===== src/rtl/banked_register_file.sv =====
// Multi-bank register file: two combinational read ports, one write port with
// same-cycle bypass, and a one-entry-per-cycle clear engine (INIT after reset, CLEAR on request).
module banked_register_file #(
  parameter int DATA_W = 8,
  parameter int ADDR_W = 3,
  parameter int DEPTH  = 6,
  parameter int NBANKS = 2,
  parameter int BANK_W = 1
) (
  input  logic              clk,
  input  logic              rst_n,
  input  logic [ADDR_W-1:0] rs1,
  input  logic [ADDR_W-1:0] rs2,
  input  logic [BANK_W-1:0] rs_bank,
  input  logic [ADDR_W-1:0] rd,
  input  logic [BANK_W-1:0] rd_bank,
  input  logic [DATA_W-1:0] write_data,
  input  logic              we,
  input  logic              clr_req,
  input  logic [BANK_W-1:0] clr_bank,
  output logic [DATA_W-1:0] regA_o,
  output logic [DATA_W-1:0] regB_o,
  output logic              busy,
  output logic              wr_drop
);

  typedef enum logic [1:0] {INIT, IDLE, CLEAR} state_t;

  localparam logic [ADDR_W:0]   DEPTH_L  = (ADDR_W + 1)'(DEPTH);
  localparam logic [BANK_W:0]   NBANKS_L = (BANK_W + 1)'(NBANKS);
  localparam logic [ADDR_W-1:0] LAST     = ADDR_W'(DEPTH - 1);

  state_t            state, state_nx;
  logic [ADDR_W-1:0] cnt, cnt_nx;
  logic [BANK_W-1:0] tgt, tgt_nx;
  logic [DATA_W-1:0] mem [NBANKS][DEPTH];

  logic wr_ok;
  logic clr_ok;
  logic rd_bank_in;
  logic rs_bank_in;
  logic rs_blank;

  always_comb begin
    rd_bank_in = {1'b0, rd_bank} < NBANKS_L;
    rs_bank_in = {1'b0, rs_bank} < NBANKS_L;
    wr_ok      = we && ({1'b0, rd} < DEPTH_L) && rd_bank_in &&
                 ((state == IDLE) || ((state == CLEAR) && (rd_bank != tgt)));
    clr_ok     = clr_req && ({1'b0, clr_bank} < NBANKS_L);
    // The bank being swept reads as zero for the whole sweep, not just cleared entries.
    rs_blank   = (state == INIT) || ((state == CLEAR) && (rs_bank == tgt));
  end

  always_comb begin
    state_nx = state;
    cnt_nx   = cnt;
    tgt_nx   = tgt;
    case (state)
      INIT, CLEAR: begin
        cnt_nx = cnt + ADDR_W'(1);
        if (cnt == LAST) begin
          state_nx = IDLE;
          cnt_nx   = '0;
        end
      end
      IDLE: begin
        if (clr_ok) begin
          state_nx = CLEAR;
          tgt_nx   = clr_bank;
          cnt_nx   = '0;
        end
      end
      default: begin
        state_nx = INIT;
        cnt_nx   = '0;
      end
    endcase
  end

  always_ff @(posedge clk or negedge rst_n) begin
    if (!rst_n) begin
      state   <= INIT;
      cnt     <= '0;
      tgt     <= '0;
      wr_drop <= 1'b0;
    end else begin
      state   <= state_nx;
      cnt     <= cnt_nx;
      tgt     <= tgt_nx;
      wr_drop <= we && !wr_ok;
    end
  end

  // Array has no reset; its contents are defined by the INIT sweep.
  always_ff @(posedge clk) begin
    if (state == INIT) begin
      for (int unsigned b = 0; b < NBANKS; b++) begin
        mem[BANK_W'(b)][cnt] <= '0;
      end
    end else if (state == CLEAR) begin
      mem[tgt][cnt] <= '0;
    end
    if (wr_ok) begin
      mem[rd_bank][rd] <= write_data;
    end
  end

  always_comb begin
    regA_o = '0;
    if (({1'b0, rs1} < DEPTH_L) && rs_bank_in && !rs_blank) begin
      if (wr_ok && (rd_bank == rs_bank) && (rd == rs1)) begin
        regA_o = write_data;
      end else begin
        regA_o = mem[rs_bank][rs1];
      end
    end
  end

  always_comb begin
    regB_o = '0;
    if (({1'b0, rs2} < DEPTH_L) && rs_bank_in && !rs_blank) begin
      if (wr_ok && (rd_bank == rs_bank) && (rd == rs2)) begin
        regB_o = write_data;
      end else begin
        regB_o = mem[rs_bank][rs2];
      end
    end
  end

  assign busy = (state != IDLE);

endmodule


===== config.mk =====
export PLATFORM = sky130hd
export DESIGN_NAME = banked_register_file
export DESIGN_NICKNAME = d
export VERILOG_FILES = /design/src/rtl/banked_register_file.sv
export SDC_FILE = /design/constraint.sdc
export NUM_CORES = 1
export LEC_CHECK = 0
export ABC_CLOCK_PERIOD_IN_PS = 3050
export CAP_MARGIN = 10
export CORE_ASPECT_RATIO = 1.2
export CORE_MARGIN = 3
export CORE_UTILIZATION = 34
export CTS_BUF_LIST = sky130_fd_sc_hd__clkbuf_4 sky130_fd_sc_hd__clkbuf_8 sky130_fd_sc_hd__clkbuf_16
export CTS_CLUSTER_SIZE = 8
export DETAILED_ROUTE_END_ITERATION = 10
export SLEW_MARGIN = 20
export SYNTH_ARGS = -nofsm -noshare
export SYNTH_HDL_FRONTEND = slang
export SYNTH_SLANG_ARGS = --single-unit

===== constraint.sdc =====
create_clock -name clk -period 3.05 [get_ports clk]
set_input_delay 0.7625 -clock clk [delete_from_list [all_inputs] [get_ports clk]]
set_output_delay 0.7625 -clock clk [all_outputs]
set_load 0.005 [all_outputs]

=== Word level (Yosys, flattened, before mapping) ===
Memory sizes are Yosys's and may differ from the RTL's.
Index checks and enable logic that the tools add are counted.

* Flip-flop bits (word level): 7
* Bits in writable memories: 96
* Output and inout bits: 18
* Word-level logic and storage cells: 85
* Memories kept: 1

{| class="wikitable"
|+ Memories
! memory !! depth !! width !! read ports !! clocked after memory_dff !! write ports !! line !! text
|-
| mem || 2 || 48 || 1 || 0 || 2 || 36 || <nowiki>logic [DATA_W-1:0] mem [NBANKS][DEPTH];</nowiki>
|}

* $add $sub $neg: 1
* Magnitude comparators: 9
* Equality and inequality tests: 11
* Multiplexer cells: 33
* Bitwise gates (word level): 4
* Reduce and logical (&&, ||, !) cells: 22

{| class="wikitable"
|+ Operator list
! kind !! number
|-
| 48-bit 2-to-1 mux || 7
|-
| 48-bit OR reduction || 2
|-
| 8-bit 2-to-1 mux || 10
|-
| 8-bit binary-select mux with 3-bit select || 2
|-
| 8-bit demux with 3-bit select || 2
|-
| 4-bit >= comparator, second input constant || 4
|-
| 3-bit NOT with 4-bit output || 4
|-
| 1-bit logical AND || 12
|-
| 3-bit < comparator, second input constant || 3
|-
| 4-bit by 1-bit < comparator with 1-bit output, second input constant || 2
|-
| 3-bit equality test || 2
|-
| 1-bit 2-to-1 mux || 6
|-
| 3-bit 2-to-1 mux || 2
|-
| 3-bit one-hot mux with 2 select lines || 1
|-
| 2-bit 2-to-1 mux || 2
|-
| 2-bit inequality test, second input constant || 2
|-
| 2-bit one-hot mux with 2 select lines || 1
|-
| 2-bit AND reduction || 2
|-
| 3-bit by 1-bit adder with 3-bit output, second input constant || 1
|-
| 3-bit equality test, second input constant || 1
|-
| 1-bit equality test || 2
|-
| 2-bit by 1-bit equality test with 1-bit output, second input constant || 1
|-
| 2-bit equality test, second input constant || 1
|-
| 1-bit zero test || 2
|-
| other kinds (5) || 6
|}

=== Longest topological paths before layout ===
* Word-level depth: 8
* Gate-level depth with buffers: 7
* Depth with buffers taken out: 5

=== Least setup slack after synthesis ===
OpenSTA, ideal clock, no wires.

* Path kind: input -> output
* From: input rs_bank
* To: output regB_o[2]
* Data arrival time: 2.091 ns
* Required time: 2.288 ns
* Path slack: 0.196 ns
* Stages: 5
* Path buffers: 2
* Path through: buf_2 > buf_2 > mux4_2 > a221oi_1 > o31ai_1

* Longest elaborated chain between the ends: 6
* Elaborated cells between the ends (all ways): 14
* Classes of those cells: eq/ne: 2; mux: 5; reduce/logical: 6; memory: 1

{| class="wikitable"
|+ RTL lines
! what !! line !! text
|-
| from (decl) || 14 || <nowiki>input logic [BANK_W-1:0] rs_bank,</nowiki>
|-
| memory read 2 x 48 bit / 1-bit equality test (equally long branches) || n/a ||
|-
| 8-bit binary-select mux with 3-bit select / 1-bit logical AND (equally long branches) || 125, 51 ||
|-
| 8-bit 2-to-1 mux (not written as such) / 1-bit logical OR (equally long branches) || 125, 51 ||
|-
| 8-bit 2-to-1 mux (not written as such) / 1-bit zero test (equally long branches) || 125, 121 ||
|-
| 8-bit 2-to-1 mux / 1-bit logical AND (equally long branches) || 122, 121 ||
|-
| 8-bit 2-to-1 mux * || 121 || <nowiki>if (({1'b0, rs2} < DEPTH_L) && rs_bank_in && !rs_blank) begin</nowiki>
|-
| to (decl) || 22 || <nowiki>output logic [DATA_W-1:0] regB_o,</nowiki>
|}

Every way passes the cells marked *; elsewhere a longest branch is shown, timed or not. The select of a mux whose other input is x is not followed.

=== Final worst setup path ===
* From: input we
* To: output regB_o[0]

* Longest elaborated chain between the ends: 6

{| class="wikitable"
|+ RTL lines
! what !! line !! text
|-
| from (decl) || 18 || <nowiki>input logic we,</nowiki>
|-
| 1-bit logical AND (2 in series) || 47 || <nowiki>wr_ok = we && ({1'b0, rd} < DEPTH_L) && rd_bank_in &&</nowiki>
|-
| 1-bit logical AND (2 in series) || 122 || <nowiki>if (wr_ok && (rd_bank == rs_bank) && (rd == rs2)) begin</nowiki>
|-
| 8-bit 2-to-1 mux || 122 ||
|-
| 8-bit 2-to-1 mux || 121 ||
|}

Every way passes these cells.

==> flow_metrics.env <==
export IMPL_netlist_area_sq_mm=0.00599
export IMPL_cp_slowest_stage_delay_ps=240
export IMPL_hold_start="cnt[1]"
export IMPL_place_ws_ps=-814
export IMPL_regArea_sq_mm=0.00306
export IMPL_clkSinkCount=103
export IMPL_insertion_delay_ps=360
export IMPL_grt_overflow=0
export IMPL_port_buffers=41
export IMPL_share_seq_of_total_power_pct=41.2
export IMPL_synth_top_area_share_pct=48.2
export IMPL_path_buf_inv=5
export IMPL_die_area_sq_mm=0.0192
export IMPL_r2r_cells=4
export IMPL_ant_nets=0
export IMPL_dr_pass1_iters=5
export IMPL_pin_count=42
export IMPL_crit_type="in2out"
export IMPL_cp_top_family="buffers and inverters"
export IMPL_ys_types=43
export IMPL_syn_to_final_growth_pct=40.4
export IMPL_whs_endpoint="cnt[1]"
export IMPL_drv_slew=0
export IMPL_grt_pass1_wl_um=28100
export IMPL_ff2ff_setup_slack_ps=850
export IMPL_start_util_pct=35.1
export IMPL_ys_seq_elements=103
export IMPL_clockBufferDepth=2
export IMPL_first_iter_violations=310
export IMPL_clk_pin_slew_ps=80
export IMPL_slew_headroom_pct=34.5
export IMPL_finalClockSkew_ps=11.4
export IMPL_swShare_pct=32.3
export IMPL_grt_max_degree=19
export IMPL_power_switching_uw=1750
export IMPL_cts_buffers=9
export IMPL_crit_path_end_kind="output port"
export IMPL_cts_tree="yes"
export IMPL_core_sq_mm=0.0170
export IMPL_die_h_um=151
export IMPL_grt_pass1_vias=4784
export IMPL_synth_cells=443
export IMPL_hpwl_um=13000
export IMPL_drive_above_1_share_pct=47.8
export IMPL_drv_cap=0
export IMPL_routed_wl_um=18300
export IMPL_fillCellCount=1465
export IMPL_arrival_ps=2280
export IMPL_fin_crit_sh_pct=99.7
export IMPL_die_x_um=127
export IMPL_vias=4492
export IMPL_wl_per_cell_um=22.9
export IMPL_whs_path_depth=2
export IMPL_syn_avg_cell_area_sq_um=13.5
export IMPL_combPwrFrac_pct=35.1
export IMPL_powerDensity_mw_per_mm2=644
export IMPL_setup_violations=0
export IMPL_outcome="finished, final reports clean"
export IMPL_power_uw=5420
export IMPL_cts_max_level=3
export IMPL_multi_input_area_sq_mm=0.00323
export IMPL_worstPathCellList="clkdlybuf4s15_1 > and3b_2 > a21oi_2 > buf_6 > buf_4 > buf_8 > nor4_4 > a211oi_2 > buf_2"
export IMPL_p_leak_uw=0.00305
export IMPL_reg2reg_to="mem[1][42]"
export IMPL_synth_area_leaders="edfxtp_1, mux4_2, and2_1"
export IMPL_rows=52
export IMPL_drcViolationCount=0
export IMPL_synth_warnings=0
export IMPL_cts_root_buf="clkbuf_16"
export IMPL_ir_worst_vdd_v=0.000411
export IMPL_vias_per_cell=5.62
export IMPL_fin_ws_ps=8.28
export IMPL_slowest_stage="a211oi_2"
export IMPL_clkPwrFrac_pct=23.7
export IMPL_antenna_found_initial=0
export IMPL_worstPathRequired_ps=2290
export IMPL_diodes=0
export IMPL_fmaxAchievable_mhz=329
export IMPL_hold_path_class="reg2reg"
export IMPL_startpoint_type="primary input"
export IMPL_routabilityCongestion=0.904
export IMPL_rsz0062_at_grt="true"
export IMPL_internal_power_uw=3660
export IMPL_path_max_fanout=7
export IMPL_rr_startpoint="state[1]"
export IMPL_ys_seq_area_share_pct=51.1
export IMPL_synth_top_cell_by_area="edfxtp_1"
export IMPL_syn_nets=467
export IMPL_cp_num_cells=9
export IMPL_layout_min_cycle_time_ps=3040
export IMPL_final_nets=603
export IMPL_worstMarginPinSlew_ps=981
export IMPL_track_usage_pct=19.7
export IMPL_hold_viol_final=0
export IMPL_postCtsHoldBufs=0
layout make-up:
class	count	share of cell area (%)
repair buffers	162	17.9
well taps	216	3.22
inverters	4	0.179
clock inverters	7	1.21
clock buffers	9	2.68
multi-input cells	299	38.4
flip-flops and latches	103	36.4
cell usage after synthesis, drive strengths merged:
library cell	number
a221oi	2
dfrtp	7
nor3b	3
o31ai	2
nand4	2
mux4	48
a21boi	1
a31o	1
and3b	3
a21o	4
or3b	2
o2111ai	4
o21bai	4
and3	1
edfxtp	96
xnor2	7
or3	2
buf	14
and2	85
xor2	2
a2bb2oi	13
inv	4
clkbuf	23
or2	3
mux2i	13
nand2b	2
nor4	18
o22ai	8
a211oi	13
nor2	11
nand3	4
nor2b	4
a21oi	4
nor3	13
nand2	10
o21ai	4
nand3b	4
and2b	1
mux2	1
metal layers:
layer	wire length (um)	vias to the layer above	global-route usage [%]
met1	7090	2261	23.0
met3	829	51	3.63
met2	9620	158	34.5
met4	770	0	10.7
li1	-	2022	-
met5	0	-	0
worst register-to-register path, cell delays in order (launching register included):
cell and delay, ps:
dfrtp_1 400, buf_4 170, nor2b_1 140, or2_1 300, o21bai_1 810
how the worst max path moves through the flow:
stage                      endpoint     from  slack, ps
after global placement    regA_o[2]   rs1[0]       -780
after global routing      regA_o[1]       we        -40
after floorplan           regB_o[2]  rs_bank        200
after CTS                 regA_o[1]    rd[2]         -5
final                     regB_o[0]       we          8
after detailed placement  regA_o[2]   rs1[0]       -810
registers in the layout (all words and copies together), names as in the netlist:
name     cells
mem         96
cnt          3
state        2
tgt          1
wr_drop      1
power by group through the flow:
stage / clock network, uW / logic, uW / registers, uW
floorplan: 0 / 937 / 2140
global placement: 0 / 1590 / 2230
detailed placement: 0 / 1610 / 2260
CTS: 1290 / 1790 / 2230
global route: 1340 / 2020 / 2270
finish: 1280 / 1900 / 2230
cells by family after synthesis:
| group | count (synthesis) | synth area share [%] |
|---|---|---|
| and+or+nand+nor | 168 | 16.7 |
| muxes | 62 | 20.4 |
| buffers and inverters | 41 | 3.05 |
| DFF | 103 | 51.1 |
| xor gates and xnor gates | 9 | 1.32 |
| AOI/OAI and AO/OA | 60 | 7.44 |
through the flow:
step	std cells	hold WS [ps]	TNS, ps	utilization, %	area [sq um]
6_report	800	584	0	49.3	8410
5_1_grt	800	612	-128	49.3	8410
4_1_cts	792	582	-8.18	48.1	8190
3_5_place_dp	756	566	-10810	42.5	7250
3_3_place_gp	756	568	-10380	42.5	7250
2_1_floorplan	443	467	0	-	5990
placed cells by master, fill, tap and decap left out, drive strengths merged, types with 3 or more instances in the layout:
| master | synthesis | routed |
|---|---|---|
| inv | 4 | 7 |
| nor2 | 11 | 11 |
| nor2b | 4 | 4 |
| and3b | 3 | 3 |
| clkbuf | 23 | 14 |
| a21oi | 4 | 4 |
| clkdlybuf4s50 | 0 | 13 |
| dfrtp | 7 | 7 |
| nor3b | 3 | 3 |
| xnor2 | 7 | 7 |
| o21bai | 4 | 4 |
| edfxtp | 96 | 96 |
| mux4 | 48 | 48 |
| nor3 | 13 | 13 |
| o21ai | 4 | 4 |
| a211oi | 13 | 13 |
| a2bb2oi | 13 | 13 |
| and2 | 85 | 85 |
| buf | 14 | 134 |
| nor4 | 18 | 18 |
| nand3b | 4 | 4 |
| or2 | 3 | 3 |
| a21o | 4 | 4 |
| o2111ai | 4 | 4 |
| mux2i | 13 | 13 |
| nand3 | 4 | 4 |
| clkdlybuf4s15 | 0 | 7 |
| nand2 | 10 | 10 |
| o22ai | 8 | 8 |
repair_timing:
action                                 4_1_cts  5_1_grt
buffers inserted                            21        8
gates cloned                                 2        3
gates resized for setup                    176       30
pin swaps                                   26       11
setup endpoints to repair                   16       15
endpoints found under the hold margin        0        0
(Power assumes the default switching activity.)
